==> src/rtl/rvvi_mem_arbiter.sv <==
// rvvi_mem_arbiter: shares one synchronous memory port between fetch (I) and load/store (D)
// requesters, checking each access against the ROM/RAM map and returning data via req/valid.
module rvvi_mem_arbiter #(
    parameter logic [31:0] ROM_START_ADDR = 32'h8000,
    parameter logic [31:0] ROM_BYTE_SIZE  = 32'h20000,
    parameter logic [31:0] RAM_BYTE_SIZE  = 32'h20000,
    parameter int          MAX_D_STREAK   = 4
) (
    input  logic        Clk,
    input  logic        Reset,
    input  logic        IReq,
    input  logic [31:0] IAddr,
    output logic        IValid,
    output logic        IErr,
    output logic [31:0] IData,
    input  logic        DReq,
    input  logic        DWe,
    input  logic [31:0] DAddr,
    input  logic [3:0]  DBe,
    input  logic [31:0] DWData,
    output logic        DValid,
    output logic        DErr,
    output logic [31:0] DRData,
    output logic        MRd,
    output logic        MWr,
    output logic [31:0] MAddr,
    output logic [3:0]  MBe,
    output logic [31:0] MWData,
    input  logic [31:0] MRData
);
    typedef enum logic [1:0] {IDLE, ISSUE, WAIT, RESP} state_t;
    localparam int SW = $clog2(MAX_D_STREAK + 1);
    localparam logic [32:0] ROM_LO = {1'b0, ROM_START_ADDR};
    localparam logic [32:0] ROM_HI = ROM_LO + {1'b0, ROM_BYTE_SIZE};
    localparam logic [32:0] RAM_HI = ROM_HI + {1'b0, RAM_BYTE_SIZE};
    state_t state_q, state_d;
    logic [SW-1:0] streak_q, streak_d;
    logic is_i_q, is_st_q, err_q;
    logic [31:0] rdata_q;
    logic mrd_q, mwr_q, i_valid_q, i_err_q, d_valid_q, d_err_q;
    logic [31:0] maddr_q, mwdata_q, idata_q, drdata_q;
    logic [3:0] mbe_q;
    logic grant_i, gnt, in_rom, in_ram, legal;
    logic [31:0] g_addr;
    always_comb begin
        grant_i  = IReq && (streak_q == SW'(MAX_D_STREAK) || !DReq);
        gnt      = IReq || DReq;
        g_addr   = grant_i ? IAddr : DAddr;
        in_rom   = {1'b0, g_addr} >= ROM_LO && {1'b0, g_addr} < ROM_HI;
        in_ram   = {1'b0, g_addr} >= ROM_HI && {1'b0, g_addr} < RAM_HI;
        legal    = grant_i ? in_rom : DWe ? in_ram : (in_rom || in_ram);
        state_d  = state_q == IDLE  ? (gnt ? (legal ? ISSUE : RESP) : IDLE) :
                   state_q == ISSUE ? WAIT :
                   state_q == WAIT  ? RESP : IDLE;
        // A non-I grant with IReq high implies streak < MAX, so the increment never overflows.
        streak_d = state_q != IDLE ? streak_q : (!IReq || grant_i) ? '0 : streak_q + SW'(1);
    end
    always_ff @(posedge Clk or posedge Reset) begin
        if (Reset) begin
            state_q   <= IDLE;
            streak_q  <= '0;
            is_i_q    <= 1'b0;
            is_st_q   <= 1'b0;
            err_q     <= 1'b0;
            rdata_q   <= '0;
            mrd_q     <= 1'b0;
            mwr_q     <= 1'b0;
            maddr_q   <= '0;
            mbe_q     <= '0;
            mwdata_q  <= '0;
            i_valid_q <= 1'b0;
            i_err_q   <= 1'b0;
            idata_q   <= '0;
            d_valid_q <= 1'b0;
            d_err_q   <= 1'b0;
            drdata_q  <= '0;
        end else begin
            state_q   <= state_d;
            streak_q  <= streak_d;
            mrd_q     <= 1'b0;
            mwr_q     <= 1'b0;
            i_valid_q <= 1'b0;
            i_err_q   <= 1'b0;
            d_valid_q <= 1'b0;
            d_err_q   <= 1'b0;
            if (state_q == IDLE && gnt) begin
                is_i_q  <= grant_i;
                is_st_q <= !grant_i && DWe;
                err_q   <= !legal;
                rdata_q <= '0;
                if (legal) begin
                    mrd_q    <= grant_i || !DWe;
                    mwr_q    <= !grant_i && DWe;
                    maddr_q  <= {g_addr[31:2], 2'b00};
                    mbe_q    <= grant_i ? 4'hF : DBe;
                    mwdata_q <= (!grant_i && DWe) ? DWData : '0;
                end
            end
            if (state_q == WAIT)
                rdata_q <= is_st_q ? '0 : MRData;
            if (state_q == RESP) begin
                i_valid_q <= is_i_q;
                i_err_q   <= is_i_q && err_q;
                d_valid_q <= !is_i_q;
                d_err_q   <= !is_i_q && err_q;
                if (is_i_q)
                    idata_q <= rdata_q;
                else
                    drdata_q <= rdata_q;
            end
        end
    end
    assign MRd    = mrd_q;
    assign MWr    = mwr_q;
    assign MAddr  = maddr_q;
    assign MBe    = mbe_q;
    assign MWData = mwdata_q;
    assign IValid = i_valid_q;
    assign IErr   = i_err_q;
    assign IData  = idata_q;
    assign DValid = d_valid_q;
    assign DErr   = d_err_q;
    assign DRData = drdata_q;
endmodule

==> config.mk <==
export PLATFORM = sky130hd
export DESIGN_NAME = rvvi_mem_arbiter
export DESIGN_NICKNAME = d
export VERILOG_FILES = /design/src/rtl/rvvi_mem_arbiter.sv
export SDC_FILE = /design/constraint.sdc
export NUM_CORES = 1
export LEC_CHECK = 0
export BUFFER_PORTS_ARGS = -buffer_cell sky130_fd_sc_hd__buf_2
export CELL_PAD_IN_SITES_DETAIL_PLACEMENT = 1
export CELL_PAD_IN_SITES_GLOBAL_PLACEMENT = 1
export CORE_AREA = 5 5 139 141
export CTS_CLUSTER_DIAMETER = 60
export DETAILED_ROUTE_END_ITERATION = 16
export DIE_AREA = 0 0 144 146
export GPL_TIMING_DRIVEN = 0
export PLACE_DENSITY_LB_ADDON = 0.1
export SYNTH_ARGS = -nofsm -noshare
export SYNTH_HDL_FRONTEND = slang
export SYNTH_SLANG_ARGS = --single-unit
==> constraint.sdc <==
create_clock -name Clk -period 13.9 [get_ports Clk]
set_input_delay 2.085 -clock Clk [delete_from_list [all_inputs] [get_ports Clk]]
set_output_delay 2.085 -clock Clk [all_outputs]
set_load 0.02 [all_outputs]
Word-level counts from Yosys, hierarchy flattened
Cells that the tools add are included.
- add/sub/neg operators: 1
- $lt $le $gt $ge: 4
- eq/ne operators: 4
- muxes and demuxes: 22
- bitwise operators: 1
- reductions and logical operators: 24
- operators with widths (kind ; count):
    $mux W32 ; 5
    $ge A32 B16 Y1 const B ; 1
    $ge A32 B18 Y1 const B ; 1
    $lt A32 B18 Y1 const B ; 1
    $lt A32 B19 Y1 const B ; 1
    $mux W1 ; 10
    $mux W2 ; 5
    $logic_and A1 B1 Y1 ; 7
    $logic_not A1 Y1 ; 6
    $reduce_and A2 Y1 ; 3
    $logic_or A1 B1 Y1 ; 5
    $eq A2 B2 Y1 const B ; 2
    $mux W4 ; 1
    $reduce_bool A2 Y1 ; 2
    $add A3 B1 Y3 const B ; 1
    $eq A3 B3 Y1 const B ; 1
    $mux W3 ; 1
    $eq A2 B1 Y1 const B ; 1
    $logic_not A2 Y1 ; 1
    $not A1 Y1 ; 1
- flip-flop bits (word level): 176
- input port bits: 137
- output and inout port bits: 138
- word-level logic and storage cells: 73

Longest topological paths before layout
- depth in word-level cells: 12
- gate-level depth with buffers: 10

Least setup slack after synthesis
No wires, ideal clock.
- path type: input to register
- from: in DAddr[19]
- to: reg mbe_q[0], in the netlist MBe[0]
- data arrival time: 3.657 ns
- slack: 10.119 ns
- stages: 5
- path buffers: 0
- cells stage by stage: or4_4 -> or3_1 -> o32a_2 -> nor2_4 -> mux2_2
- word-level cells in the longest chain between the ends: 7
- elaborated cells between the ends (all ways): 11
- those cells by class: 4 x order compare; 3 x mux; 4 x reduce/logical
- RTL lines (element ; line ; source):
    start: declaration ; 18 ; input logic [31:0] DAddr,
    $mux W32 (*) ; 48 ; g_addr = grant_i ? IAddr : DAddr;
    $ge A32 B16 Y1 (tied with other cells) ; 49 ; in_rom = {1'b0, g_addr} >= ROM_LO && {1'b0, g_addr} < ROM_HI;
    $logic_and A1 B1 Y1 (on tied branches) ; 49, 50 ;
    $logic_or A1 B1 Y1 ; 51 ; legal = grant_i ? in_rom : DWe ? in_ram : (in_rom || in_ram);
    $mux W1 ; 51 ;
    $mux W1 (*) ; 51 ;
    $reduce_and A2 Y1 (no source line) (*) ; n/a ;
    end signal: assignment ; 95 ; mbe_q <= grant_i ? 4'hF : DBe;
    end: declaration ; 42 ; logic [3:0] mbe_q;
Mark *: on every way between the ends. The rest lies on a longest branch, timed or not.
A chain may end at the register's enable or synchronous reset.

Worst setup path after layout
- from: in IReq
- to: reg maddr_q[5], in the netlist MAddr[5]
- word-level cells in the longest chain between the ends: 8
- elaborated cells between the ends (all ways): 14
- those cells by class: 4 x order compare; 3 x mux; 7 x reduce/logical
- RTL lines (element ; line ; source):
    start: declaration ; 11 ; input logic IReq,
    $logic_and A1 B1 Y1 ; 46 ; grant_i = IReq && (streak_q == SW'(MAX_D_STREAK) || !DReq);
    $mux W32 ; 48 ;
    $ge A32 B16 Y1 (tied with other cells) ; 49 ;
    $logic_and A1 B1 Y1 (on tied branches) ; 49, 50 ;
    $logic_or A1 B1 Y1 ; 51 ;
    $mux W1 (2 in series) ; 51 ;
    $reduce_and A2 Y1 (no source line) ; n/a ;
    end signal: assignment ; 94 ; maddr_q <= {g_addr[31:2], 2'b00};
    end: declaration ; 41 ; logic [31:0] maddr_q, mwdata_q, idata_q, drdata_q;
Several ways; a longest one is shown, not always the timed one.

==> results.py <==
metrics = {
    "status": {
        "status": "finished, final reports clean",
    },
    "critical_path": {
        "worstReg2RegEnd": "MAddr[5]",
        "path_max_fanout": 10,
        "worst_path_max_delay_cell": "o21bai_1",
        "reg2reg_setup_slack_ps": 11280,
        "path_delay_family": "buffers and inverters",
        "startpoint": "IReq",
        "worstPathCellList": "buf_2 > clkbuf_1 > nand2_1 > buf_2 > and4_1 > o21bai_1 > clkbuf_1 > o21ai_0",
        "r2r_start": "streak_q[0]",
        "reg2regPathDepth": 9,
        "crit_type": "in2reg",
        "setup.worst_path.end": "MAddr[5]",
        "worst-path-stages": 8,
        "cp-start-kind": "input pin",
        "cp.arrival_ps": 4180,
        "worst_setup_path_end_kind": "register",
        "cpPeakStageDelay_ps": 530,
        "cp_num_buf_inv": 4,
        "critical_path_required_ps": 14180,
    },
    "synth": {
        "synth_mux_area_frac": 0.0820,
        "yosysTopAreaCellShare": 0.627,
        "synthXorXnorAreaFrac": 0,
        "yosysSeqAreaShare": 0.627,
        "yosys_register_bits": 176,
        "yosysUniqueCellTypes": 42,
        "avgSynthCellArea_um2": 11.3,
        "synth_compound_area_frac": 0.132,
        "syn_area_mm2": 0.00702,
        "synth_edf_count": 0,
        "synthAdderAreaFrac": 0.00891,
        "yosys_warnings": 0,
        "synth.largest_area_cell": "dfrtp_1",
        "synthFlopType": "dfrtp_1",
        "synth_common_cells": "dfrtp_1, nand2_1, o21ai_0",
        "synth_top_family_by_area": "compound AO/OA/AOI/OAI gates",
        "async_reset_ff_frac": 1.00,
        "synth.most_common_cell": "dfrtp_1",
        "syn_inst": 624,
        "synth-simple-area-share": 0.0996,
        "synth_area_leaders": "dfrtp_1, mux2_2, nand2_1",
    },
    "power": {
        "power.leakage_uw": 0.00532,
        "p_per_area_mw_per_mm2": 181,
        "vdd_ir_drop_max_uv": 88.5,
    },
    "clock_tree": {
        "cts_tree": "built",
        "cts-root-buf": "clkbuf_16",
        "cts_buffers": 17,
        "post_cts_buffers": 0,
        "path_clk_slew_ps": 70,
        "cts.repair.resized": 0,
        "clk_latency_ps": 430,
        "clockBufferDepth": 2,
        "htreeDepth": 4,
        "hold_buffers": 0,
        "clock-sinks": 176,
    },
    "hold_path": {
        "holdPathStages": 2,
        "worst_hold_path_type": "reg2reg",
    },
    "drt": {
        "vias": 5745,
        "drtIter0Drc": 166,
        "detail-route-antenna-nets": 0,
        "drt_wl_total_um": 21700,
        "drc_errors": 0,
        "firstDrtPassIters": 4,
        "via_per_inst": 4.98,
        "wl_per_cell_um": 18.8,
    },
    "sta": {
        "fin_crit_ps": 3900,
        "whs_ps": 474,
        "setup_ws_ps": 10000,
        "slew_headroom": 0.500,
        "drv_slew": 0,
        "rsz0062_at_grt": "false",
        "skew_ps": 14.7,
        "max_freq_mhz": 256,
        "fin_crit_sh": 0.281,
        "tns_ps": 0,
        "worst_pin_slew_ps": 750,
        "final_hold_viol_count": 0,
        "finalSetupViolations": 0,
    },
    "die": {
        "rows": 49,
        "die_w_um": 144,
        "floorplan.initialDensity": 0.394,
        "die-height_um": 146,
        "io_pins": 275,
        "die_area_mm2": 0.0210,
        "core_mm2": 0.0178,
    },
    "grt": {
        "met2_usage": 0.351,
        "met3_usage": 0.0700,
        "top_usage_layer": "met2",
        "met1_usage": 0.260,
        "grt_max_degree": 94,
        "first_global_vias": 6443,
        "antenna_found_initial": 1,
        "grt_pass1_wl_um": 34800,
        "grt_overflow": 0,
        "track_usage": 0.210,
    },
    "final_layout": {
        "fin_cells": 1154,
        "final_area_mm2": 0.00938,
        "drive_gt1_frac": 0.383,
        "syn_to_final_growth_pct": 33.5,
        "regArea_mm2": 0.00440,
        "multiInputGateArea_mm2": 0.00227,
        "antenna_cells": 0,
        "fillers": 2036,
        "fin_nets": 1055,
    },
    "placement": {
        "io_buffers": 268,
        "pre_cts_ws_ps": 9540,
        "placedCellCount": 1123,
        "dp_hpwl_um": 16200,
        "place_area_mm2": 0.00869,
        "place_congestion": 0.804,
    },
    "job": {
        "drv_cap": 0,
    },
}
[how the worst min path moves through the flow]
stage                          start  slack (ps)    endpoint
after detailed placement  DRData[18]         460  DRData[18]
after global placement    DRData[24]         450  DRData[24]
after floorplan              is_st_q         450     is_st_q
final                      DRData[3]         470   DRData[3]
after CTS                 DRData[18]         480  DRData[18]
after global routing       DRData[4]         500   DRData[4]
[routing by layer]
layer | vias up | share of wire | wire length (um)
met2 | 192 | 0.51 | 10900
met5 | - | 0.00060 | 13
met4 | 2 | 0.014 | 294
li1 | 2684 | - | -
met3 | 25 | 0.087 | 1880
met1 | 2842 | 0.39 | 8540
[stage by stage]
step                 util  power, uW
floorplan               -        971
global placement    0.485       1130
detailed placement  0.487       1160
CTS                 0.525       1720
global route        0.525       1790
finish              0.525       1700
[flip-flops by register name, indices dropped and copies added, names as in the netlist]
signal,flops
MAddr,30
DErr,1
streak_q,3
IData,32
is_st_q,1
MWData,32
DRData,32
MRd,1
IErr,1
IValid,1
rdata_q,32
state_q,2
err_q,1
MBe,4
is_i_q,1
MWr,1
DValid,1
[layout make-up]
class / instances / share of cell area
clock inverter: 13 / 0.0263
multi-input combinational: 368 / 0.243
timing repair buffer: 269 / 0.146
buffer: 39 / 0.0203
inverter: 42 / 0.0176
clock buffer: 18 / 0.0468
sequential: 176 / 0.470
tap: 229 / 0.0306
[worst min-delay path, stage by stage, from the launching register on]
cell and delay (ps):
dfrtp_1 340, nand2_1 50, nand2_1 50
[kinds of logic (layout without fill, tap and decap cells)]
logic type | Yosys count | in the layout
other cells | 1 | 2
buf+inv | 81 | 381
flops | 176 | 176
compound gates | 152 | 152
mux | 53 | 53
simple gates | 156 | 156
fa+ha+maj | 5 | 5
[report_power, final]
| group | switching, uW | internal, uW | total (uW) |
|---|---|---|---|
| combinational | 293 | 169 | 462 |
| clock | 208 | 347 | 554 |
| sequential | 65.8 | 618 | 683 |
| total | 567 | 1130 | 1700 |
[cells in the final DEF, fill, tap and decap left out, drive strengths merged, types with 3 or more instances in the layout]
cell type / n
buf: 281
dfrtp: 176
nand2: 106
o21ai: 105
inv: 48
clkbuf: 45
mux2: 36
a22o: 32
mux2i: 17
nor2b: 14
nor2: 10
bufinv: 6
nand2b: 5
ha: 5
nand4: 4
nor4: 3
or3: 3
nand3: 3
or4: 3
No activity file was read; power rests on OpenSTA's default activity.
